**src/rtl/tx_sched_pkg.sv**
```systemverilog
// tx_sched_pkg: shared types and constants for the host-link command scheduler.
package tx_sched_pkg;
  typedef enum logic [1:0] {IDLE = 2'd0, SEND = 2'd1, GAP = 2'd2} state_t;
  localparam int IDX_W = 3;
  localparam int DEFAULT_GAP_CYCLES = 100000;
  localparam logic [1:0] CH_A = 2'd0;
  localparam logic [1:0] CH_B = 2'd1;
  localparam logic [1:0] CH_C = 2'd2;
  localparam logic [1:0] CH_D = 2'd3;
  function automatic logic [IDX_W-1:0] next_ptr(input logic [IDX_W-1:0] idx, input int n);
    return (int'(idx) + 1 >= n) ? '0 : idx + 1'b1;
  endfunction
endpackage

```
**src/rtl/tx_cmd_scheduler_if.sv**
```systemverilog
// tx_cmd_scheduler_if: request/ack bundle from the sources plus the UART transmit handshake.
interface tx_cmd_scheduler_if #(
  parameter int NUM_REQ = 3,
  parameter int DATA_W  = 8
);
  logic [NUM_REQ-1:0]        req;
  logic [NUM_REQ*DATA_W-1:0] req_data;
  logic [NUM_REQ-1:0]        ack;
  logic [DATA_W-1:0]         tx_data;
  logic                      tx_valid;
  logic                      tx_ready;
  logic                      busy;
  logic [tx_sched_pkg::IDX_W-1:0] grant_idx;
  modport master (input req, req_data, tx_ready, output ack, tx_data, tx_valid, busy, grant_idx);
  modport slave (output req, req_data, tx_ready, input ack, tx_data, tx_valid, busy, grant_idx);
endinterface

```
**src/rtl/rr_arbiter.sv**
```systemverilog
// rr_arbiter: combinational round-robin pick of the first set request at or after ptr.
module rr_arbiter
  import tx_sched_pkg::*;
#(
  parameter int NUM_REQ = 3
) (
  input  logic [NUM_REQ-1:0] req,
  input  logic [IDX_W-1:0]   ptr,
  output logic [NUM_REQ-1:0] grant,
  output logic [IDX_W-1:0]   idx,
  output logic               valid
);
  localparam int IW = $clog2(NUM_REQ);
  logic [IW-1:0] j;
  always_comb begin
    grant = '0;
    idx = '0;
    valid = 1'b0;
    j = '0;
    for (int k = 0; k < NUM_REQ; k++) begin
      j = IW'((int'(ptr) + k) % NUM_REQ);
      if (!valid && req[j]) begin
        valid = 1'b1;
        idx = IDX_W'(j);
        grant[j] = 1'b1;
      end
    end
  end
endmodule

```
**src/rtl/tx_cmd_scheduler.sv**
```systemverilog
// tx_cmd_scheduler: round-robin sharing of the UART transmit path with an inter-frame gap.
module tx_cmd_scheduler
  import tx_sched_pkg::*;
#(
  parameter int NUM_REQ    = 3,
  parameter int DATA_W     = 8,
  parameter int GAP_CYCLES = DEFAULT_GAP_CYCLES
) (
  input logic clk,
  input logic rst_n,
  tx_cmd_scheduler_if.master bus
);
  localparam int CW = $clog2(GAP_CYCLES + 1);
  state_t              state_q, state_d;
  logic [DATA_W-1:0]   tx_data_q, tx_data_d, sel_data;
  logic [IDX_W-1:0]    grant_idx_q, grant_idx_d, ptr_q, ptr_d, arb_idx;
  logic [NUM_REQ-1:0]  ack_q, ack_d, gnt;
  logic [CW-1:0]       cnt_q, cnt_d;
  logic                arb_vld;
  rr_arbiter #(.NUM_REQ(NUM_REQ)) u_arb (
    .req   (bus.req),
    .ptr   (ptr_q),
    .grant (gnt),
    .idx   (arb_idx),
    .valid (arb_vld)
  );
  always_comb begin
    sel_data = '0;
    for (int i = 0; i < NUM_REQ; i++)
      sel_data = sel_data | (bus.req_data[i*DATA_W +: DATA_W] & {DATA_W{gnt[i]}});
  end
  // the frame is captured at grant so later source changes cannot disturb it
  always_comb begin
    state_d = state_q;
    tx_data_d = tx_data_q;
    grant_idx_d = grant_idx_q;
    ptr_d = ptr_q;
    cnt_d = cnt_q;
    ack_d = '0;
    case (state_q)
      IDLE: if (arb_vld) begin
        state_d = SEND;
        tx_data_d = sel_data;
        grant_idx_d = arb_idx;
      end
      SEND: if (bus.tx_ready) begin
        state_d = GAP;
        ack_d = NUM_REQ'(1) << grant_idx_q;
        ptr_d = next_ptr(grant_idx_q, NUM_REQ);
        cnt_d = CW'(GAP_CYCLES - 1);
      end
      GAP: begin
        cnt_d = (cnt_q == '0) ? '0 : cnt_q - 1'b1;
        state_d = (cnt_q == '0) ? IDLE : GAP;
      end
      default: state_d = IDLE;
    endcase
  end
  always_ff @(posedge clk or negedge rst_n) begin
    if (!rst_n) begin
      state_q <= IDLE;
      tx_data_q <= '0;
      grant_idx_q <= '0;
      ptr_q <= '0;
      cnt_q <= '0;
      ack_q <= '0;
    end else begin
      state_q <= state_d;
      tx_data_q <= tx_data_d;
      grant_idx_q <= grant_idx_d;
      ptr_q <= ptr_d;
      cnt_q <= cnt_d;
      ack_q <= ack_d;
    end
  end
  assign bus.ack = ack_q;
  assign bus.tx_data = tx_data_q;
  assign bus.tx_valid = state_q == SEND;
  assign bus.busy = state_q != IDLE;
  assign bus.grant_idx = grant_idx_q;
endmodule
```
**src/flat_wrapper.sv**
```systemverilog
// flat-port wrapper written by rule: the top's interface ports become plain ports
module tx_cmd_scheduler_flat import tx_sched_pkg::*;
#(
  parameter int NUM_REQ    = 3,
  parameter int DATA_W     = 8,
  parameter int GAP_CYCLES = DEFAULT_GAP_CYCLES
)
  (clk, rst_n, bus_req, bus_req_data, bus_tx_ready, bus_ack, bus_tx_data, bus_tx_valid, bus_busy, bus_grant_idx);
  tx_cmd_scheduler_if #(.NUM_REQ(NUM_REQ), .DATA_W(DATA_W)) bus_i ();
  input logic clk;
  input logic rst_n;
  input wire logic [$bits(bus_i.req)-1:0] bus_req;
  input wire logic [$bits(bus_i.req_data)-1:0] bus_req_data;
  input wire logic [$bits(bus_i.tx_ready)-1:0] bus_tx_ready;
  output wire logic [$bits(bus_i.ack)-1:0] bus_ack;
  output wire logic [$bits(bus_i.tx_data)-1:0] bus_tx_data;
  output wire logic [$bits(bus_i.tx_valid)-1:0] bus_tx_valid;
  output wire logic [$bits(bus_i.busy)-1:0] bus_busy;
  output wire logic [$bits(bus_i.grant_idx)-1:0] bus_grant_idx;
  assign bus_i.req = bus_req;
  assign bus_i.req_data = bus_req_data;
  assign bus_i.tx_ready = bus_tx_ready;
  assign bus_ack = bus_i.ack;
  assign bus_tx_data = bus_i.tx_data;
  assign bus_tx_valid = bus_i.tx_valid;
  assign bus_busy = bus_i.busy;
  assign bus_grant_idx = bus_i.grant_idx;
  tx_cmd_scheduler #(.NUM_REQ(NUM_REQ), .DATA_W(DATA_W), .GAP_CYCLES(GAP_CYCLES)) u_core (.clk(clk), .rst_n(rst_n), .bus(bus_i));
endmodule
```
**config.mk**
```make
export PLATFORM = sky130hd
export DESIGN_NAME = tx_cmd_scheduler_flat
export DESIGN_NICKNAME = d
export VERILOG_FILES = /design/src/rtl/tx_sched_pkg.sv /design/src/rtl/tx_cmd_scheduler_if.sv /design/src/rtl/rr_arbiter.sv /design/src/rtl/tx_cmd_scheduler.sv /design/src/flat_wrapper.sv
export SDC_FILE = /design/constraint.sdc
export NUM_CORES = 1
export LEC_CHECK = 0
export ABC_AREA = 1
export CORE_MARGIN = 3
export CORE_UTILIZATION = 35
export CTS_CLUSTER_DIAMETER = 150
export CTS_CLUSTER_SIZE = 14
export DETAILED_ROUTE_END_ITERATION = 10
export PLACE_DENSITY = 0.53
export SETUP_SLACK_MARGIN = 0.1
export SLEW_MARGIN = 5
export SYNTH_ARGS = -nofsm -noshare
export SYNTH_HDL_FRONTEND = slang
export SYNTH_HIERARCHICAL = 1
export SYNTH_SLANG_ARGS = --single-unit
```
**constraint.sdc**
```tcl
create_clock -name clk -period 6.9 [get_ports clk]
set_input_delay 1.725 -clock clk [delete_from_list [all_inputs] [get_ports clk]]
set_output_delay 1.725 -clock clk [all_outputs]
set_load 0.1 [all_outputs]
```
==> impl_metrics.csv, run 1 <==
group,metric,value,unit
worst_setup_path,worstPathCellList,"nor2_4 -> clkdlybuf4s50_1",
global_route,antenna_found_initial,0,
worst_setup_path,path_buf_inv,1,
worst_setup_path,crit_path_max_fanout,4,
placement,place_inst,563,
placement,gp_congestion,0.846,
drt,drt_pre_antenna_iters,4,
logic_synthesis,syn_area,2980,um2
sta,rsz0062_at_grt,"no",
finish,design_area,3620,um2
drt,met1_length,3490,um
logic_synthesis,synth_area_leader_cell,"dfrtp_1",
die,ios,46,
sta,timing.fmax,0.262,GHz
sta,setup_violations,0,
clocking,cts-root-buf,"clkbuf_8",
logic_synthesis,synth_seq_cells,36,
placement,io_buffers,45,
worst_setup_path,cp-end-kind,"output pin",
global_route,overflow,0,
die,die_w,98.3,um
power_and_ir_drop,leakage,1.75,nW
power_and_ir_drop,ir_worst_vdd,315,uV
sta,fin_ws,3.08,ns
worst_setup_path,worstRegToRegCells,26,
logic_synthesis,synth_ff_type,"dfrtp_1",
sta,period_needed,3.82,ns
drt,routed_via_density,4.67,
sta,setup_tns,0,ns
drt,drt-initial-drc-count,124,
worst_setup_path,worstPathArrival,2.10,ns
worst_setup_path,worstReg2RegStart,"u_core/ptr_q[0]$_DFFE_PN0P_",
clocking,clock_latency,0.29,ns
power_and_ir_drop,p_seq_frac,0.203,
logic_synthesis,yosysSeqAreaShare,0.302,
drt,routed-wl-met3,432,um
power_and_ir_drop,p_int,0.740,mW
finish,antenna-diode-count,0,
finish,syn_to_final_growth,21.5,%
status,status,"completed",
global_route,track_usage,0.145,
logic_synthesis,synth_edf_count,0,
logic_synthesis,ys_top_cells_by_area,"dfrtp_1 30%, nand2_1 14%, ha_1 9.2%, inv_1 7.4%, nand3_1 5.9%",
sta,hold_viol,0,
clocking,cts.clk_slew.worst_paths,0.08,ns
worst_setup_path,setup.worst_path.class,"reg2out",
clocking,cts_sinks,36,
die,die-height,98.3,um
die,num_rows,33,
die,start_util,0.361,
drt,wl_per_cell,11.8,um
placement,pre_cts_slack,3.31,ns
job,cap_violations,0,
logic_synthesis,synth_fp_nets,472,
placement,dp.final_hpwl,5310,um
worst_setup_path,r2r_slack,3.40,ns
drt,drc,0,
logic_synthesis,async_flop_share,1.00,
logic_synthesis,synth_cell_types,37,
power_and_ir_drop,p_sw_frac,0.583,
worst_setup_path,start_kind,"register",
sta,tightestPinTransition,0.997,ns
logic_synthesis,synth_top_area_frac,0.302,
die,core,8260,um2
finish,drive_above_1_share,0.152,
clocking,cts_hold_buffers,0,
drt,vias,2665,
global_route,grt_max_degree,37,
worst_setup_path,critPathSlowestCell,"clkdlybuf4s50_1",
logic_synthesis,netlist_top_cells_count,"114 x nand2_1, 59 x inv_1, 36 x dfrtp_1",
clocking,post-cts-setup-buffers,0,
power_and_ir_drop,powerDensity,490,nW/um2
worst_setup_path,endpoint,"bus_tx_valid",
clocking,cts_tree,"done",
die,dieArea,9660,um2
drt,top_layer,"met4",
clocking,clock_path_buffers,2,
logic_synthesis,yosysMostFrequentCell,"nand2_1",
logic_synthesis,avgSynthCellArea,7.09,um2
worst_setup_path,startpoint,"u_core/state_q[1]$_DFFE_PN0P_",
clocking,cts_max_level,2,
power_and_ir_drop,clockPowerShare,0.106,
sta,slew_viol_final,0,
worst_setup_path,cp_num_cells,2,
logic_synthesis,syn_inst,420,
worst_setup_path,crit_path_max_incr_delay,1.17,ns
drt,postRouteAntennaNets,0,
worst_setup_path,critPathTopFamily,"buffers and inverters",
drt,wirelength,6740,um
sta,fin_skew,0.00423,ns
min_path,hold_path.class,"reg2reg",
placement,dpl_cell_area,3510,um2
clocking,cts_resized,0,
global_route,grt_pass1_vias,2497,
power_and_ir_drop,finalPower,1.78,mW
global_route,grt_pass1_wl,11700,um
worst_setup_path,r2r_end,"u_core/bus.tx_data[7]$_DFFE_PN0P_",
finish,finalNonFillerCells,571,
finish,final_nets,517,
sta,finalCritPeriodShare,0.554,
drt,route.met2.wl,2770,um
clocking,cts_inserted_buffers,5,
power_and_ir_drop,comb_power_share,0.691,
logic_synthesis,ys_warn_count,6,
worst_setup_path,crit_required,5.18,ns
power_and_ir_drop,switchingPower,1.03,mW
sta,max-slew-margin-rel,0.333,
-- registers in the layout (all words and copies together) (netlist names) --
register / cells
u_core/ptr_q: 3
u_core/bus.grant_idx: 3
u_core/state_q: 2
u_core/cnt_q: 17
u_core/bus.ack: 3
u_core/bus.tx_data: 8
-- layer usage --
layer,global-route usage,vias up
met5,0,-
met3,0.0364,4
li1,-,1419
met2,0.212,63
met4,0.0378,0
met1,0.213,1179
-- cells by family after synthesis --
group,count (synthesis),synth area share
buffers and inverters,77,0.105
adder cells (fa/ha/maj),22,0.0924
AND/OR/NAND/NOR,238,0.386
AO/OA/AOI/OAI,42,0.101
other,1,0.00126
flip-flops,36,0.302
XOR/XNOR,4,0.0118
-- cell type report --
cell class,count,area [um2]
Timing Repair Buffer,45,445
Clock inverter,3,42.5
Inverter,70,268
Sequential cell,36,901
Multi-Input combinational cell,307,1760
Clock buffer,5,68.8
Tap cell,105,131
Fill cell,866,4640
-- how the worst min path moves through the flow --
stage	from	to	slack (ns)	cells after the start
after floorplan	u_core/cnt_q[14]$_DFFE_PN0P_	u_core/cnt_q[14]$_DFFE_PN0P_	0.50	2
after global placement	u_core/cnt_q[16]$_DFFE_PN0P_	u_core/cnt_q[16]$_DFFE_PN0P_	0.53	2
after detailed placement	u_core/cnt_q[16]$_DFFE_PN0P_	u_core/cnt_q[16]$_DFFE_PN0P_	0.54	2
after CTS	u_core/cnt_q[16]$_DFFE_PN0P_	u_core/cnt_q[16]$_DFFE_PN0P_	0.56	2
after global routing	u_core/cnt_q[16]$_DFFE_PN0P_	u_core/cnt_q[16]$_DFFE_PN0P_	0.59	2
final	u_core/cnt_q[16]$_DFFE_PN0P_	u_core/cnt_q[16]$_DFFE_PN0P_	0.55	2
-- metrics by stage --
| step | util | hold slack, ns |
|---|---|---|
| CTS | 0.438 | 0.558 |
| finish | 0.438 | 0.553 |
| detailed placement | 0.425 | 0.538 |
| global route | 0.438 | 0.592 |
| floorplan | - | 0.505 |
| global placement | 0.425 | 0.532 |
-- power groups by stage --
stage	Sequential (mW)	Combinational, mW	Clock, mW
global route	0.373	1.37	0.206
CTS	0.361	1.24	0.195
floorplan	0.584	0.773	0
global placement	0.365	1.22	0
finish	0.361	1.23	0.188
detailed placement	0.361	1.24	0
-- worst register-to-register path: cells and delay by family (launching register included) --
kind	cells	cell delay, ns
buffers and inverters	4	0.44
and+or+nand+nor	16	1.27
AOI/OAI and AO/OA	3	0.36
adders and majority gates	3	0.79
DFF	1	0.58
-- cells in the final DEF, fill, tap and decap left out, drive strengths merged, types with 4 or more instances in the layout --
cell type / synthesis / routed
nand3: 41 / 41
dfrtp: 36 / 36
o21ai: 13 / 13
ha: 22 / 22
nand4: 7 / 7
nand2: 139 / 139
clkbuf: 0 / 5
nor2: 46 / 46
inv: 68 / 68
a41oi: 8 / 8
clkdlybuf4s50: 0 / 44
a21oi: 10 / 10
xor2: 4 / 4
Note: power is estimated with default switching activity, not from simulation.
==> run 2, diff against run 1 <==
- PLACE_DENSITY: 0.53 -> 0.55
- clock period: 6.9 -> 3.5 ns (I/O delays scaled with it)
==> impl_metrics.csv, run 2 (synthesis gave the netlist of run 1 again) <==
group,metric,value,unit
status,status,"completed",
clocking,cts_hold_buffers,0,
sta,finalCritPeriodShare,0.897,
placement,dpl_cell_area,3490,um2
finish,final_nets,531,
finish,layout_commonest_cell,"nand2_1",
clocking,clock_path_buffers,2,
min_path,hold_path.class,"reg2reg",
worst_setup_path,worstReg2RegStart,"u_core/ptr_q[1]$_DFFE_PN0P_",
placement,io_buffers,45,
clocking,cts_tree,"done",
finish,final_cell_mix,"107 x nand2_1, 57 x inv_1, 35 x dfrtp_1",
clocking,cts-root-buf,"clkbuf_8",
placement,pre_cts_slack,0.137,ns
worst_setup_path,crit_path_max_fanout,21,
worst_setup_path,cp-end-kind,"register",
die,dieArea,9660,um2
worst_setup_path,setup.worst_path.class,"reg2reg",
global_route,track_usage,0.145,
finish,top_register,"u_core/cnt_q",
finish,largest_register_ffs,17,
drt,wl_per_cell,11.9,um
global_route,antenna_found_initial,0,
power_and_ir_drop,leakage,1.83,nW
die,ios,46,
drt,drt_pre_antenna_iters,4,
clocking,cts.clk_slew.worst_paths,0.08,ns
drt,routed_via_density,4.79,
sta,rsz0062_at_grt,"no",
power_and_ir_drop,ir_worst_vdd,583,uV
global_route,grt_pass1_vias,2579,
finish,syn_to_final_growth,27.1,%
power_and_ir_drop,p_seq_frac,0.183,
finish,design_area,3790,um2
finish,antenna-diode-count,0,
global_route,overflow,0,
global_route,grt_max_degree,37,
sta,fin_ws,0.359,ns
clocking,cts_max_level,2,
sta,period_needed,3.14,ns
sta,max-slew-margin-rel,0.446,
sta,setup_tns,0,ns
clocking,cts_sinks,36,
die,die-height,98.3,um
job,cap_violations,0,
power_and_ir_drop,switchingPower,2.19,mW
finish,drive_above_1_share,0.250,
sta,hold_viol,0,
power_and_ir_drop,comb_power_share,0.734,
drt,drt-initial-drc-count,93,
clocking,cts_inserted_buffers,5,
sta,fin_skew,0.0125,ns
worst_setup_path,crit_required,3.67,ns
placement,gp_congestion,0.862,
sta,slew_viol_final,0,
drt,wirelength,6980,um
worst_setup_path,worstPathArrival,3.31,ns
die,die_w,98.3,um
sta,tightestPinTransition,0.831,ns
sta,timing.fmax,0.318,GHz
power_and_ir_drop,p_sw_frac,0.583,
clocking,clock_latency,0.30,ns
worst_setup_path,startpoint,"u_core/ptr_q[1]$_DFFE_PN0P_",
die,num_rows,33,
die,core,8260,um2
drt,drc,0,
min_path,hold_start,"u_core/cnt_q[16]$_DFFE_PN0P_",
drt,vias,2805,
drt,postRouteAntennaNets,0,
power_and_ir_drop,p_int,1.56,mW
power_and_ir_drop,clockPowerShare,0.083,
global_route,grt_pass1_wl,11700,um
power_and_ir_drop,powerDensity,990,nW/um2
die,start_util,0.361,
worst_setup_path,start_kind,"register",
placement,dp.final_hpwl,5340,um
sta,setup_violations,0,
## run 2: cell types whose count changed in the layout (fill, tap and decap cells not counted), moves of 4 or more
cell	before	now
nand2_2	21	25
buf_4	0	28
ha_1	22	16
clkdlybuf4s50_1	44	28
nand2_1	114	107
## run 2: stage by stage
stage | cells | power, mW | hold slack (ns) | utilization
after CTS | 574 | 3.48 | 0.558 | 0.433
after global placement | 566 | 3.12 | 0.534 | 0.423
after global routing | 585 | 4.09 | 0.593 | 0.458
after detailed placement | 566 | 3.15 | 0.536 | 0.423
after floorplan | 420 | 2.67 | 0.505 | -
final | 585 | 3.75 | 0.551 | 0.458
## run 2: power by group through the flow
stage,combinational [mW],sequential [mW],clock [mW]
after CTS,2.47,0.684,0.325
after floorplan,1.52,1.15,0
after global routing,3.04,0.710,0.340
after detailed placement,2.46,0.688,0
after global placement,2.43,0.690,0
final,2.75,0.687,0.312
## run 2: worst paths after layout
kind	end	slack (ns)	cells past startpoint
max in group asynchronous	u_core/ptr_q[1]$_DFFE_PN0P_	2.25	1
hold reg to reg	u_core/cnt_q[16]$_DFFE_PN0P_	0.55	2
setup / recovery	u_core/bus.grant_idx[0]$_DFFE_PN0P_	0.36	25
setup reg to reg	u_core/bus.grant_idx[0]$_DFFE_PN0P_	0.36	25
hold / removal	u_core/cnt_q[16]$_DFFE_PN0P_	0.55	2
min in group asynchronous	u_core/cnt_q[13]$_DFFE_PN0P_	0.67	1
## run 2: final cells by class
type	count	area, um2
Timing Repair Buffer	59	518
Multi-Input combinational cell	307	1860
Tap cell	105	131
Clock buffer	5	68.8
Sequential cell	36	902
Clock inverter	3	18.8
Inverter	70	284
Fill cell	860	4470
## run 2: worst max-delay path, cell delays in order (launching register included)
cell and delay, ns:
dfrtp_2 0.42, ha_2 0.24, inv_2 0.06, nand2_2 0.11
nand2_8 0.06, ha_1 0.28, inv_1 0.05, nand2_2 0.06
nand2_2 0.05, nand2_2 0.07, nand2_1 0.05, nand2_1 0.06
nand2_1 0.05, ha_1 0.19, inv_1 0.08, nand3_2 0.10
inv_1 0.06, nand3_1 0.11, nand2_2 0.11, nand2_2 0.08
a21oi_4 0.21, o21ai_2 0.09, nand2_2 0.14, inv_8 0.08
nand2_1 0.09, o21ai_0 0.09
## run 2: routing by layer
layer / routed length [um] / vias up / global-route usage
met5: 0 / - / 0
met4: 60 / 0 / 0.0315
met3: 475 / 5 / 0.0443
met2: 2910 / 69 / 0.217
met1: 3530 / 1278 / 0.208
li1: - / 1453 / -
## run 2: repair_timing
item / in CTS / in global routing
setup buffers: 0 / 11
endpoints found under the setup margin: 0 / 10
gates resized for setup: 0 / 32
==> run 3, diff against run 2 <==
- DONT_BUFFER_PORTS: unset -> 1
- PLACE_DENSITY: 0.55 -> 0.46
- clock period: 3.5 -> 3.25 ns (I/O delays scaled with it)
==> impl_metrics.csv, run 3 (synthesis gave the netlist of run 1 again) <==
group,metric,value,unit
global_route,track_usage,0.146,
worst_setup_path,worstReg2RegStart,"u_core/ptr_q[1]$_DFFE_PN0P_",
drt,vias,2662,
worst_setup_path,crit_path_max_fanout,11,
clocking,cts-root-buf,"clkbuf_8",
drt,drt_pre_antenna_iters,4,
worst_setup_path,critPathTopFamily,"simple AND/OR/NAND/NOR gates",
sta,timing.fmax,0.326,GHz
finish,top_register,"u_core/cnt_q",
clocking,clock_path_buffers,2,
clocking,clock_latency,0.29,ns
finish,final_nets,491,
die,start_util,0.361,
drt,drt-initial-drc-count,93,
clocking,cts_sinks,36,
finish,post-route-util,0.438,
finish,drive_above_1_share,0.325,
clocking,cts.clk_slew.worst_paths,0.08,ns
clocking,cts_max_level,2,
worst_setup_path,worstRegToRegCells,22,
drt,wirelength,7250,um
sta,period_needed,3.07,ns
drt,drc,0,
worst_setup_path,crit_required,3.41,ns
global_route,grt_pass1_vias,2441,
worst_setup_path,critPathSlowestCell,"dfrtp_2",
worst_setup_path,r2r_end,"u_core/bus.tx_data[6]$_DFFE_PN0P_",
placement,gp_congestion,0.881,
placement,dp.final_hpwl,5140,um
sta,max-slew-margin-rel,0.281,
sta,slew_viol_final,0,
global_route,antenna_found_initial,0,
finish,syn_to_final_growth,21.4,%
finish,layout_commonest_cell,"nand2_1",
drt,routed_via_density,4.88,
finish,final_cell_mix,"95 x nand2_1, 55 x inv_1, 34 x dfrtp_1",
sta,fin_skew,0.00872,ns
sta,rsz0062_at_grt,"yes",
clocking,cts_inserted_buffers,5,
worst_setup_path,start_kind,"register",
global_route,grt_pass1_wl,11800,um
worst_setup_path,crit_path_max_incr_delay,0.44,ns
worst_setup_path,crit_top_cell,"nand2_2",
worst_setup_path,worstPathArrival,3.22,ns
sta,finalCritPeriodShare,0.943,
drt,postRouteAntennaNets,0,
die,die_w,98.3,um
die,dieArea,9660,um2
die,num_rows,33,
worst_setup_path,cp-end-kind,"register",
worst_setup_path,r2r_slack,0.18,ns
finish,largest_register_ffs,17,
clocking,cts_hold_buffers,0,
placement,io_buffers,0,
clocking,cts_tree,"done",
sta,setup_violations,0,
die,ios,46,
global_route,overflow,0,
finish,antenna-diode-count,0,
job,cap_violations,0,
worst_setup_path,worstPathCellList,"ha_4 -> inv_4 -> nand2_4 -> nand2_8 -> ha_4 -> inv_2 -> nand2_2 -> nand2_2 -> ha_1 -> nand3b_1 -> nand3_2 -> nand4_1 -> nand2_2 -> nand2_2 -> nand2_2 -> nand2_4 -> a21oi_4 -> o21ai_2 -> nand2_4 -> inv_8 -> nor2_2 -> a41oi_2",
worst_setup_path,setup.worst_path.class,"reg2reg",
die,die-height,98.3,um
drt,wl_per_cell,13.3,um
worst_setup_path,path_buf_inv,3,
die,core,8260,um2
min_path,hold_path.class,"in2async",
sta,hold_viol,0,
status,status,"completed",
sta,tightestPinTransition,1.08,ns
global_route,grt_max_degree,37,
[run 3: cell count changes in the layout (fill, tap and decap cells not counted), moves of 6 or more]
| cell | delta |
|---|---|
| a41oi_1 | -6 |
| a41oi_2 | +6 |
| buf_4 | -15 |
| clkdlybuf4s50_1 | -28 |
| nand2_1 | -12 |
| nand2_2 | +8 |
| nor2_1 | -8 |
| nor2_2 | +6 |
[run 3: worst reg2reg max path, delay by kind of cell, from the launching register on]
| family | cells | cell delay [ns] |
|---|---|---|
| and+or+nand+nor | 13 | 1.22 |
| DFF | 1 | 0.44 |
| buffers and inverters | 3 | 0.16 |
| AOI/OAI and AO/OA | 3 | 0.39 |
| adders and majority gates | 3 | 0.74 |
[run 3: repair_timing]
action,4_1_cts,5_1_grt
cloned,1,2
setup endpoints to repair,10,12
resized for setup,7,81
setup buffers,0,7
pin swaps,1,19
[run 3: how the worst max path moves through the flow]
stage,to,start,depth (start not counted),slack [ns]
after floorplan,u_core/bus.tx_data[0]$_DFFE_PN0P_,u_core/ptr_q[1]$_DFFE_PN0P_,23,0.11
after global placement,u_core/bus.tx_data[2]$_DFFE_PN0P_,u_core/ptr_q[1]$_DFFE_PN0P_,26,0.06
after CTS,u_core/bus.grant_idx[1]$_DFFE_PN0P_,u_core/ptr_q[1]$_DFFE_PN0P_,22,0.08
final,u_core/bus.tx_data[6]$_DFFE_PN0P_,u_core/ptr_q[1]$_DFFE_PN0P_,22,0.18
after detailed placement,u_core/bus.tx_data[6]$_DFFE_PN0P_,u_core/ptr_q[1]$_DFFE_PN0P_,26,-0.04
after global routing,u_core/bus.tx_data[1]$_DFFE_PN0P_,u_core/ptr_q[1]$_DFFE_PN0P_,25,0.03
[run 3: routing by layer]
metal | global-route usage | vias to the layer above | routed length, um
li1 | - | 1380 | -
met1 | 0.214 | 1209 | 3790
met2 | 0.221 | 67 | 3050
met3 | 0.0321 | 6 | 366
met4 | 0.0284 | 0 | 44
met5 | 0 | - | 0
[run 3: area by class of cell]
type	instances	area (um2)
Clock buffer	7	76.3
Clock inverter	1	8.76
Fill cell	874	4640
Inverter	70	289
Multi-Input combinational cell	307	2060
Sequential cell	36	903
Tap cell	105	131
Timing Repair Buffer	17	136
Timing Repair inverter	2	15.0
[run 3: stage by stage]
step                std cells  worst slack (ns)  setup TNS [ns]  hold WS (ns)  cell area, um2
floorplan                 420             0.105               0         0.505            2980
global placement          527            0.0552               0         0.520            3130
detailed placement        527           -0.0353          -0.153         0.520            3130
CTS                       536            0.0765               0         0.201            3240
global route              545            0.0251               0         0.196            3620
finish                    545             0.185               0         0.214            3620
Power of run 3 is not shown: default switching activity piles up to over one toggle a cycle in this logic, so the estimate is an artifact.
